===== src/rtl/exibe_sequencia_pkg.sv =====
// exibe_sequencia_pkg: state codes, widths and helpers shared by the
// sequence-presentation unit, its timer and its bus interface.
package exibe_sequencia_pkg;

   localparam int ADDR_W = 4;
   localparam int DATA_W = 4;
   localparam int DBG_W  = 4;

   typedef enum logic [2:0] {
      INICIAL = 3'd0,
      BUSCA   = 3'd1,
      ACESO   = 3'd2,
      APAGADO = 3'd3,
      FIM     = 3'd4
   } estado_t;

   function automatic int max_int(input int a, input int b);
      return (a > b) ? a : b;
   endfunction

   function automatic logic [DBG_W-1:0] codigo_estado(input estado_t e);
      return {1'b0, e};
   endfunction

endpackage


===== src/rtl/exibe_sequencia_if.sv =====
// exibe_sequencia_if: control/ROM/LED signals of the sequence-presentation
// unit; master is the controller + ROM side, slave is the unit itself.
interface exibe_sequencia_if;
   import exibe_sequencia_pkg::*;

   logic              iniciar;
   logic [ADDR_W-1:0] limite;
   logic [DATA_W-1:0] dado;
   logic [ADDR_W-1:0] endereco;
   logic [DATA_W-1:0] leds;
   logic              ocupado;
   logic              pronto;
   logic [DBG_W-1:0]  db_estado;

   modport master (
      output iniciar,
      output limite,
      output dado,
      input  endereco,
      input  leds,
      input  ocupado,
      input  pronto,
      input  db_estado
   );

   modport slave (
      input  iniciar,
      input  limite,
      input  dado,
      output endereco,
      output leds,
      output ocupado,
      output pronto,
      output db_estado
   );

endinterface


===== src/rtl/exibe_sequencia_contador_m.sv =====
// contador_m: generic modulo-M up-counter with synchronous clear and enable;
// fim flags the terminal count M-1.
module contador_m #(
   parameter int M = 1000,
   parameter int N = 10
) (
   input  logic         clock,
   input  logic         reset,
   input  logic         zera,
   input  logic         conta,
   output logic [N-1:0] q,
   output logic         fim
);

   localparam logic [N-1:0] ULTIMO = N'(M - 1);

   logic [N-1:0] q_q;
   logic [N-1:0] q_d;

   always_comb begin
      q_d = q_q;
      if (zera) begin
         q_d = '0;
      end else if (conta) begin
         q_d = (q_q == ULTIMO) ? '0 : q_q + 1'b1;
      end
   end

   always_ff @(posedge clock or posedge reset) begin
      if (reset) begin
         q_q <= '0;
      end else begin
         q_q <= q_d;
      end
   end

   assign q   = q_q;
   assign fim = (q_q == ULTIMO);

endmodule


===== src/rtl/exibe_sequencia.sv =====
// exibe_sequencia: shows sequence memory entries 0..limite on the LEDs,
// each for T_ACESO cycles followed by a T_APAGADO-cycle blank gap.
module exibe_sequencia
   import exibe_sequencia_pkg::*;
#(
   parameter int T_ACESO   = 1000,
   parameter int T_APAGADO = 500,
   parameter int W_TIMER   = 10
) (
   input  logic             clock,
   input  logic             reset,
   exibe_sequencia_if.slave bus
);

   localparam int M = max_int(T_ACESO, T_APAGADO);

   localparam logic [W_TIMER-1:0] ULT_ACESO   = W_TIMER'(T_ACESO - 1);
   localparam logic [W_TIMER-1:0] ULT_APAGADO = W_TIMER'(T_APAGADO - 1);

   estado_t           estado_q;
   estado_t           estado_d;
   logic [ADDR_W-1:0] endereco_q;
   logic [ADDR_W-1:0] endereco_d;
   logic [ADDR_W-1:0] limite_q;
   logic [ADDR_W-1:0] limite_d;

   logic               zera;
   logic               conta;
   logic [W_TIMER-1:0] timer;
   logic               timer_fim;

   contador_m #(
      .M (M),
      .N (W_TIMER)
   ) u_timer (
      .clock (clock),
      .reset (reset),
      .zera  (zera),
      .conta (conta),
      .q     (timer),
      .fim   (timer_fim)
   );

   // The timer is held at zero except while it is timing a slot, so every
   // state change leaves it cleared for the next slot.
   always_comb begin
      estado_d   = estado_q;
      endereco_d = endereco_q;
      limite_d   = limite_q;
      zera       = 1'b1;
      conta      = 1'b0;

      case (estado_q)
         INICIAL: begin
            if (bus.iniciar) begin
               limite_d   = bus.limite;
               endereco_d = '0;
               estado_d   = BUSCA;
            end
         end

         BUSCA: begin
            estado_d = ACESO;
         end

         ACESO: begin
            if (timer == ULT_ACESO) begin
               estado_d = APAGADO;
            end else begin
               zera  = 1'b0;
               conta = 1'b1;
            end
         end

         APAGADO: begin
            if (timer == ULT_APAGADO) begin
               if (endereco_q == limite_q) begin
                  estado_d = FIM;
               end else begin
                  endereco_d = endereco_q + 1'b1;
                  estado_d   = BUSCA;
               end
            end else begin
               zera  = 1'b0;
               conta = 1'b1;
            end
         end

         FIM: begin
            estado_d = INICIAL;
         end

         default: begin
            estado_d = INICIAL;
         end
      endcase
   end

   always_ff @(posedge clock or posedge reset) begin
      if (reset) begin
         estado_q   <= INICIAL;
         endereco_q <= '0;
         limite_q   <= '0;
      end else begin
         estado_q   <= estado_d;
         endereco_q <= endereco_d;
         limite_q   <= limite_d;
      end
   end

   // Outputs decode only registered state and the registered ROM word.
   assign bus.endereco  = endereco_q;
   assign bus.leds      = (estado_q == ACESO) ? bus.dado : '0;
   assign bus.ocupado   = (estado_q != INICIAL);
   assign bus.pronto    = (estado_q == FIM);
   assign bus.db_estado = codigo_estado(estado_q);

   a_timer_fim: assert property (
      @(posedge clock) disable iff (reset)
      timer_fim |-> (timer == W_TIMER'(M - 1))
   );

endmodule


===== src/flat_wrapper.sv =====
// flat-port wrapper written by rule: the top's interface ports become plain ports
module exibe_sequencia_flat import exibe_sequencia_pkg::*;
#(
   parameter int T_ACESO   = 1000,
   parameter int T_APAGADO = 500,
   parameter int W_TIMER   = 10
)
  (clock, reset, bus_iniciar, bus_limite, bus_dado, bus_endereco, bus_leds, bus_ocupado, bus_pronto, bus_db_estado);
  exibe_sequencia_if bus_i ();
  input  logic clock;
  input  logic reset;
  input wire logic [$bits(bus_i.iniciar)-1:0] bus_iniciar;
  input wire logic [$bits(bus_i.limite)-1:0] bus_limite;
  input wire logic [$bits(bus_i.dado)-1:0] bus_dado;
  output wire logic [$bits(bus_i.endereco)-1:0] bus_endereco;
  output wire logic [$bits(bus_i.leds)-1:0] bus_leds;
  output wire logic [$bits(bus_i.ocupado)-1:0] bus_ocupado;
  output wire logic [$bits(bus_i.pronto)-1:0] bus_pronto;
  output wire logic [$bits(bus_i.db_estado)-1:0] bus_db_estado;
  assign bus_i.iniciar = bus_iniciar;
  assign bus_i.limite = bus_limite;
  assign bus_i.dado = bus_dado;
  assign bus_endereco = bus_i.endereco;
  assign bus_leds = bus_i.leds;
  assign bus_ocupado = bus_i.ocupado;
  assign bus_pronto = bus_i.pronto;
  assign bus_db_estado = bus_i.db_estado;
  exibe_sequencia #(.T_ACESO(T_ACESO), .T_APAGADO(T_APAGADO), .W_TIMER(W_TIMER)) u_core (.clock(clock), .reset(reset), .bus(bus_i));
endmodule

===== config.mk =====
export PLATFORM = sky130hd
export DESIGN_NAME = exibe_sequencia_flat
export DESIGN_NICKNAME = d
export VERILOG_FILES = /design/src/rtl/exibe_sequencia_pkg.sv /design/src/rtl/exibe_sequencia_if.sv /design/src/rtl/exibe_sequencia_contador_m.sv /design/src/rtl/exibe_sequencia.sv /design/src/flat_wrapper.sv
export SDC_FILE = /design/constraint.sdc
export NUM_CORES = 1
export LEC_CHECK = 0
export ABC_AREA = 0
export CAP_MARGIN = 25
export CORE_UTILIZATION = 38
export CTS_CLUSTER_DIAMETER = 80
export DETAILED_ROUTE_END_ITERATION = 12
export HOLD_SLACK_MARGIN = 0.1
export PLACE_DENSITY_LB_ADDON = 0.1
export SLEW_MARGIN = 20
export SYNTH_ARGS = -nofsm -noshare
export SYNTH_HDL_FRONTEND = slang
export SYNTH_SLANG_ARGS = --single-unit

===== constraint.sdc =====
create_clock -name clock -period 1.5 [get_ports clock]
set_input_delay 0.15 -clock clock [delete_from_list [all_inputs] [get_ports clock]]
set_output_delay 0.15 -clock clock [all_outputs]
set_load 0.01 [all_outputs]

==> flow_summary.toml, run 1 <==
[clock_network]
cts_buffer_depth = 2
cts_tree = "done"
cts_made_buffers = 3
cts_sinks = 21
root_buffer = "clkbuf_4"
htreeDepth = 1
clk-insertion-delay-late_ps = 300
path_clk_slew_ps = 120
cts_hold_buf = 0

[detailed_routing]
drt_iter0_drc = 28
routed_wirelength_mm = 2.62
vias = 963
wl_per_cell_um = 13.9
viasPerCell = 5.10
drc = 4
first_pass_iters = 8
ant_nets = 0

[yosys]
netlist_area_mm2 = 0.00118
synth_cell_types = 39
synth.area.top_cells = "dfrtp_1, xnor2_1, mux2_2"
synth-seq-cells = 21
netlist.area_leader.share_pct = 44.6
synth_edf_count = 0
syn_inst = 110
synth-seq-area-share_pct = 44.6
async_reset_ff_share_pct = 100
syn-num-nets = 123
syn_area_per_cell_um2 = 10.7
synth_warnings = 0
synthFlopType = "dfrtp_1"
synth_common_cells = "dfrtp_1, nor2_1, xnor2_1"
yosys.area.top_type = "dfrtp_1"
post-synth-top-count-cell = "dfrtp_1"

[pwr]
pwr-share-clk_pct = 29.7
seqPwrFrac_pct = 62.4
p_sw_uw = 206
p_int_uw = 718
power_density_mw_per_mm2 = 541
p_leak_uw = 0.000783
swShare_pct = 22.3
comb_power_share_pct = 7.9
peakVddDrop_mv = 0.317

[place]
place_hpwl_mm = 1.87
place_ws_ps = -191
numPortBuffers = 23
place_congestion = 0.735

[floorplanning]
dieArea_mm2 = 0.00333
row_count = 19
die_h_um = 57.7
die_width_um = 57.7
pin_count = 25
core_mm2 = 0.00285
start_util_pct = 41.3

[grt]
grt_antenna_before_repair = 0
grt_pass1_wl_mm = 4.48
grt-ovfl-total = 0
grt_usage_pct = 17.5
grt_max_degree = 22
first_global_vias = 974

[critical_path]
crit_type = "reg -> reg"
path_buf_inv = 1
cp_slowest_stage_delay_ps = 470
arrival_ps = 1770
path_max_fanout = 6
critPathSlowestCell = "dfrtp_2"
required_ps = 1700
end_kind = "flip-flop"
worstPathCellList = "buf_6 > nand3b_1 > a41oi_4 > o22ai_1 > mux2_4"
start_kind = "flip-flop"
critical-path-top-delay-family = "flip-flops"

[cells_and_area]
drive_gt1_share_pct = 39.9
area_growth_pct = 45.0
nNetsFinal = 172
diodes = 0
fill_cells = 241

[run_status]
status = "finished, violations left"
violations = "design-rule violations, negative setup slack"

[timing]
worst_hold_slack_ps = 158
fin_crit_ps = 1560
rsz0062_at_grt = "yes"
setup_ws_ps = -64.8
skew_ps = 6.38
post-route-period-util_pct = 104
setup_viol = 5
finalHoldViolations = 0
drv_slew = 0
fmax_ghz = 0.639

[worst_hold_path]
worst_hold_path_type = "in -> async"

[job]
maxCapViolCount = 0
==> metal layers <==
layer	vias to the layer above	global-route usage (%)	wire length, µm
li1	474	-	-
met1	465	23.5	1180
met2	22	29.7	1320
met3	2	2.01	100
met4	0	5.78	19
met5	-	0	0
==> through the flow <==
step | utilization [%] | total power, µW | area [µm²] | instances | TNS, ps
CTS | 58.1 | 933 | 1660 | 188 | -327
global placement | 55.1 | 657 | 1570 | 180 | -915
finish | 59.9 | 924 | 1710 | 189 | -163
detailed placement | 55.1 | 659 | 1570 | 180 | -1300
global route | 59.9 | 964 | 1710 | 189 | -728
floorplan | - | 616 | 1180 | 110 | -2.52
==> logic make-up after synthesis <==
logic type	count (synthesis)	synth area share, %
and+or+nand+nor	47	25.7
DFF	21	44.6
xor gates and xnor gates	13	9.66
AOI/OAI and AO/OA	12	7.75
muxes	7	6.90
buffers and inverters	7	2.97
adders and majority gates	2	2.12
other	1	0.318
==> sequential cells by signal, indices dropped and copies added, names as in the netlist <==
| name | cells |
|---|---|
| u_core.u_timer.q | 10 |
| u_core.bus.endereco | 4 |
| u_core.estado_q | 3 |
| u_core.limite_q | 4 |
==> cells in the final DEF (no fill, tap or decap), types with 2 or more instances in the layout <==
| cell type | instances |
|---|---|
| xnor2_1 | 9 |
| inv_1 | 4 |
| nor3_1 | 2 |
| clkdlybuf4s50_1 | 11 |
| nor3b_2 | 2 |
| dlygate4sd2_1 | 5 |
| xor2_1 | 2 |
| nand3b_1 | 2 |
| buf_6 | 3 |
| xnor2_2 | 2 |
| dfrtp_2 | 2 |
| mux2_2 | 5 |
| and2_4 | 2 |
| dfrtp_1 | 19 |
| nand3_1 | 3 |
| clkbuf_4 | 3 |
| nand2_1 | 5 |
| buf_2 | 5 |
| buf_4 | 22 |
| nor2_1 | 12 |
| nor2b_1 | 2 |
| and2_1 | 4 |
==> power by group through the flow <==
stage	clock [µW]	combinational, µW	sequential [µW]
4_1_cts	285	72.7	576
2_1_floorplan	0	31.1	585
6_report	274	73.3	576
3_3_place_gp	0	70.8	586
3_5_place_dp	0	73.3	586
5_1_grt	306	80.5	577
==> final timing paths <==
check | startpoint | end | slack, ps | cells after the start
max reg2reg | u_core.estado_q[1] | u_core.bus.endereco[2] | -60 | 5
max | u_core.estado_q[1] | u_core.bus.endereco[2] | -60 | 5
min reg2reg | u_core.limite_q[2] | u_core.limite_q[2] | 550 | 1
min in group clock | bus_limite[1] | u_core.limite_q[1] | 450 | 2
max in group asynchronous | reset | u_core.estado_q[1] | 1100 | 3
min | reset | u_core.bus.endereco[0] | 160 | 3
==> timing repair <==
item / CTS / global route
gates resized for setup: 34 / 19
setup endpoints to repair: 21 / 26
pin swaps: 2 / 3
cloned: 0 / 0
setup buffers: 4 / 1
==> layout make-up <==
class                   count  area (µm²)  area share (%)
multi-input cells          82         713            41.7
flip-flops and latches     21         528            30.9
repair buffers             47         388            22.7
well taps                  31        38.8            2.27
clock buffers               4        26.3            1.54
inverters                   4        15.0           0.878
==> worst register-to-register path: cells and delay by family (launching register included) <==
kind	cells	cell delay (ps)
simple gates	1	160
buf+inv	1	120
mux	1	260
compound gates	2	450
flops	1	470
Power figures use the tool's default switching activity.
==> run 2, diff against run 1 <==
CORE_UTILIZATION = 40   (was 38)
CTS_BUF_LIST = sky130_fd_sc_hd__clkbuf_8 sky130_fd_sc_hd__clkbuf_16   (was default)
==> run 2 against run 1 <==
The run ends with negative setup slack left. Wire length down 2.9%. Design area up 3.3%. Non-clock buffer count up 2. Cell count up 1.1%. Clock-buffer cell count down 1. Critical path type unchanged.
==> flow_summary.toml, run 2 (synthesized netlist as in run 1, its figures left out) <==
[run_status]
status = "finished, violations left"
violations = "negative setup slack"

[grt]
grt_usage_pct = 17.4
grt-ovfl-total = 0
first_global_vias = 995
grt_pass1_wl_mm = 4.33
grt_antenna_before_repair = 0
grt_max_degree = 22

[cells_and_area]
area_growth_pct = 49.8
diodes = 0
final_cell_mix = "buf_4, dfrtp_1, clkdlybuf4s50_1"
largest_reg_flops = 10
final_common_cell = "buf_4"
final_area_mm2 = 0.00177
fill_cells = 234
nNetsFinal = 174
drive_gt1_share_pct = 42.5
stdcell_count = 191

[critical_path]
end_kind = "flip-flop"
path_max_fanout = 6
crit_path_start = "u_core.estado_q[2]"
required_ps = 1650
crit_type = "reg -> reg"
start_kind = "flip-flop"
r2r-start = "u_core.estado_q[2]"
reg2regPathDepth = 5
arrival_ps = 1710

[pwr]
peakVddDrop_mv = 0.513
p_int_uw = 799
power_density_mw_per_mm2 = 576
comb_power_share_pct = 7.2
pwr-share-clk_pct = 36.2
swShare_pct = 21.4
seqPwrFrac_pct = 56.7
p_sw_uw = 218
p_leak_uw = 0.000820

[clock_network]
cts_made_buffers = 3
cts_buffer_depth = 2
cts_hold_buf = 0
cts_tree = "done"
path_clk_slew_ps = 80
root_buffer = "clkbuf_8"
cts_sinks = 21
clk-insertion-delay-late_ps = 260
htreeDepth = 1

[timing]
post-route-period-util_pct = 104
fin_crit_ps = 1560
skew_ps = 3.73
setup_ws_ps = -62.8
finalHoldViolations = 0
fmax_ghz = 0.640
setup_viol = 4
worst_hold_slack_ps = 209
rsz0062_at_grt = "yes"
drv_slew = 0

[floorplanning]
start_util_pct = 42.4
pin_count = 25
dieArea_mm2 = 0.00317
row_count = 19
die_width_um = 56.3
die_h_um = 56.3
core_mm2 = 0.00278

[detailed_routing]
drc = 0
vias = 968
drt_iter0_drc = 17
ant_nets = 0
wl_per_cell_um = 13.3
first_pass_iters = 4
routed_wirelength_mm = 2.54
viasPerCell = 5.07

[job]
maxCapViolCount = 0

[place]
dp_cells = 180
numPortBuffers = 23
place_hpwl_mm = 1.75
place_congestion = 0.749
place_ws_ps = -173
dpl_cell_area_mm2 = 0.00157

[worst_hold_path]
worst_hold_path_type = "in -> async"
-- run 2: per-stage QoR --
stage	utilization (%)	total power [µW]	TNS, ps
after CTS	60.0	1020	-263
after floorplan	-	616	-2.52
after global routing	63.5	1070	-721
after global placement	56.5	657	-1070
final	63.5	1020	-126
after detailed placement	56.5	658	-1430
-- run 2: final timing paths --
path / endpoint / slack (ps)
setup / recovery: u_core.bus.endereco[0] / -60
hold / removal: u_core.u_timer.q[0] / 210
setup reg to reg: u_core.bus.endereco[0] / -60
hold reg to reg: u_core.limite_q[3] / 550
max in group asynchronous: u_core.estado_q[0] / 1050
min in group clock: u_core.limite_q[1] / 500
-- run 2: what timing repair did --
action	in CTS	in global routing
gates resized for setup	28	26
setup buffers	5	2
pin swaps	4	4
cloned	0	0
setup endpoints to repair	12	27
-- run 2: area by class of cell --
class | count | area [µm²] | area share, %
clock buffer | 3 | 41.3 | 2.34
clock inverter | 1 | 5.00 | 0.283
inverter | 4 | 15.0 | 0.850
multi-input combinational | 82 | 719 | 40.8
sequential | 21 | 531 | 30.0
tap | 31 | 38.8 | 2.20
timing repair buffer | 49 | 415 | 23.5
-- run 2: worst max-delay path, cell delays in order, from the launching register on --
cell	delay, ps
dfrtp_2	440
buf_6	130
nand3b_1	210
a41oi_4	290
o22ai_2	120
mux2_4	270
-- run 2: power by group through the flow --
| stage | clock, µW | combinational [µW] | sequential [µW] |
|---|---|---|---|
| after floorplan | 0 | 31.1 | 585 |
| after global placement | 0 | 70.8 | 586 |
| after detailed placement | 0 | 72.0 | 586 |
| after CTS | 382 | 68.2 | 575 |
| after global routing | 411 | 79.8 | 577 |
| final | 368 | 72.7 | 576 |
-- run 2: per-layer routing --
layer  global-route usage (%)  share of wire (%)  vias to the layer above
met2                     30.8                 51                       24
met3                     2.30                3.4                        5
met4                     7.32                1.7                        0
met1                     21.2                 44                      464
met5                        0                  0                        -
li1                         -                  -                      475
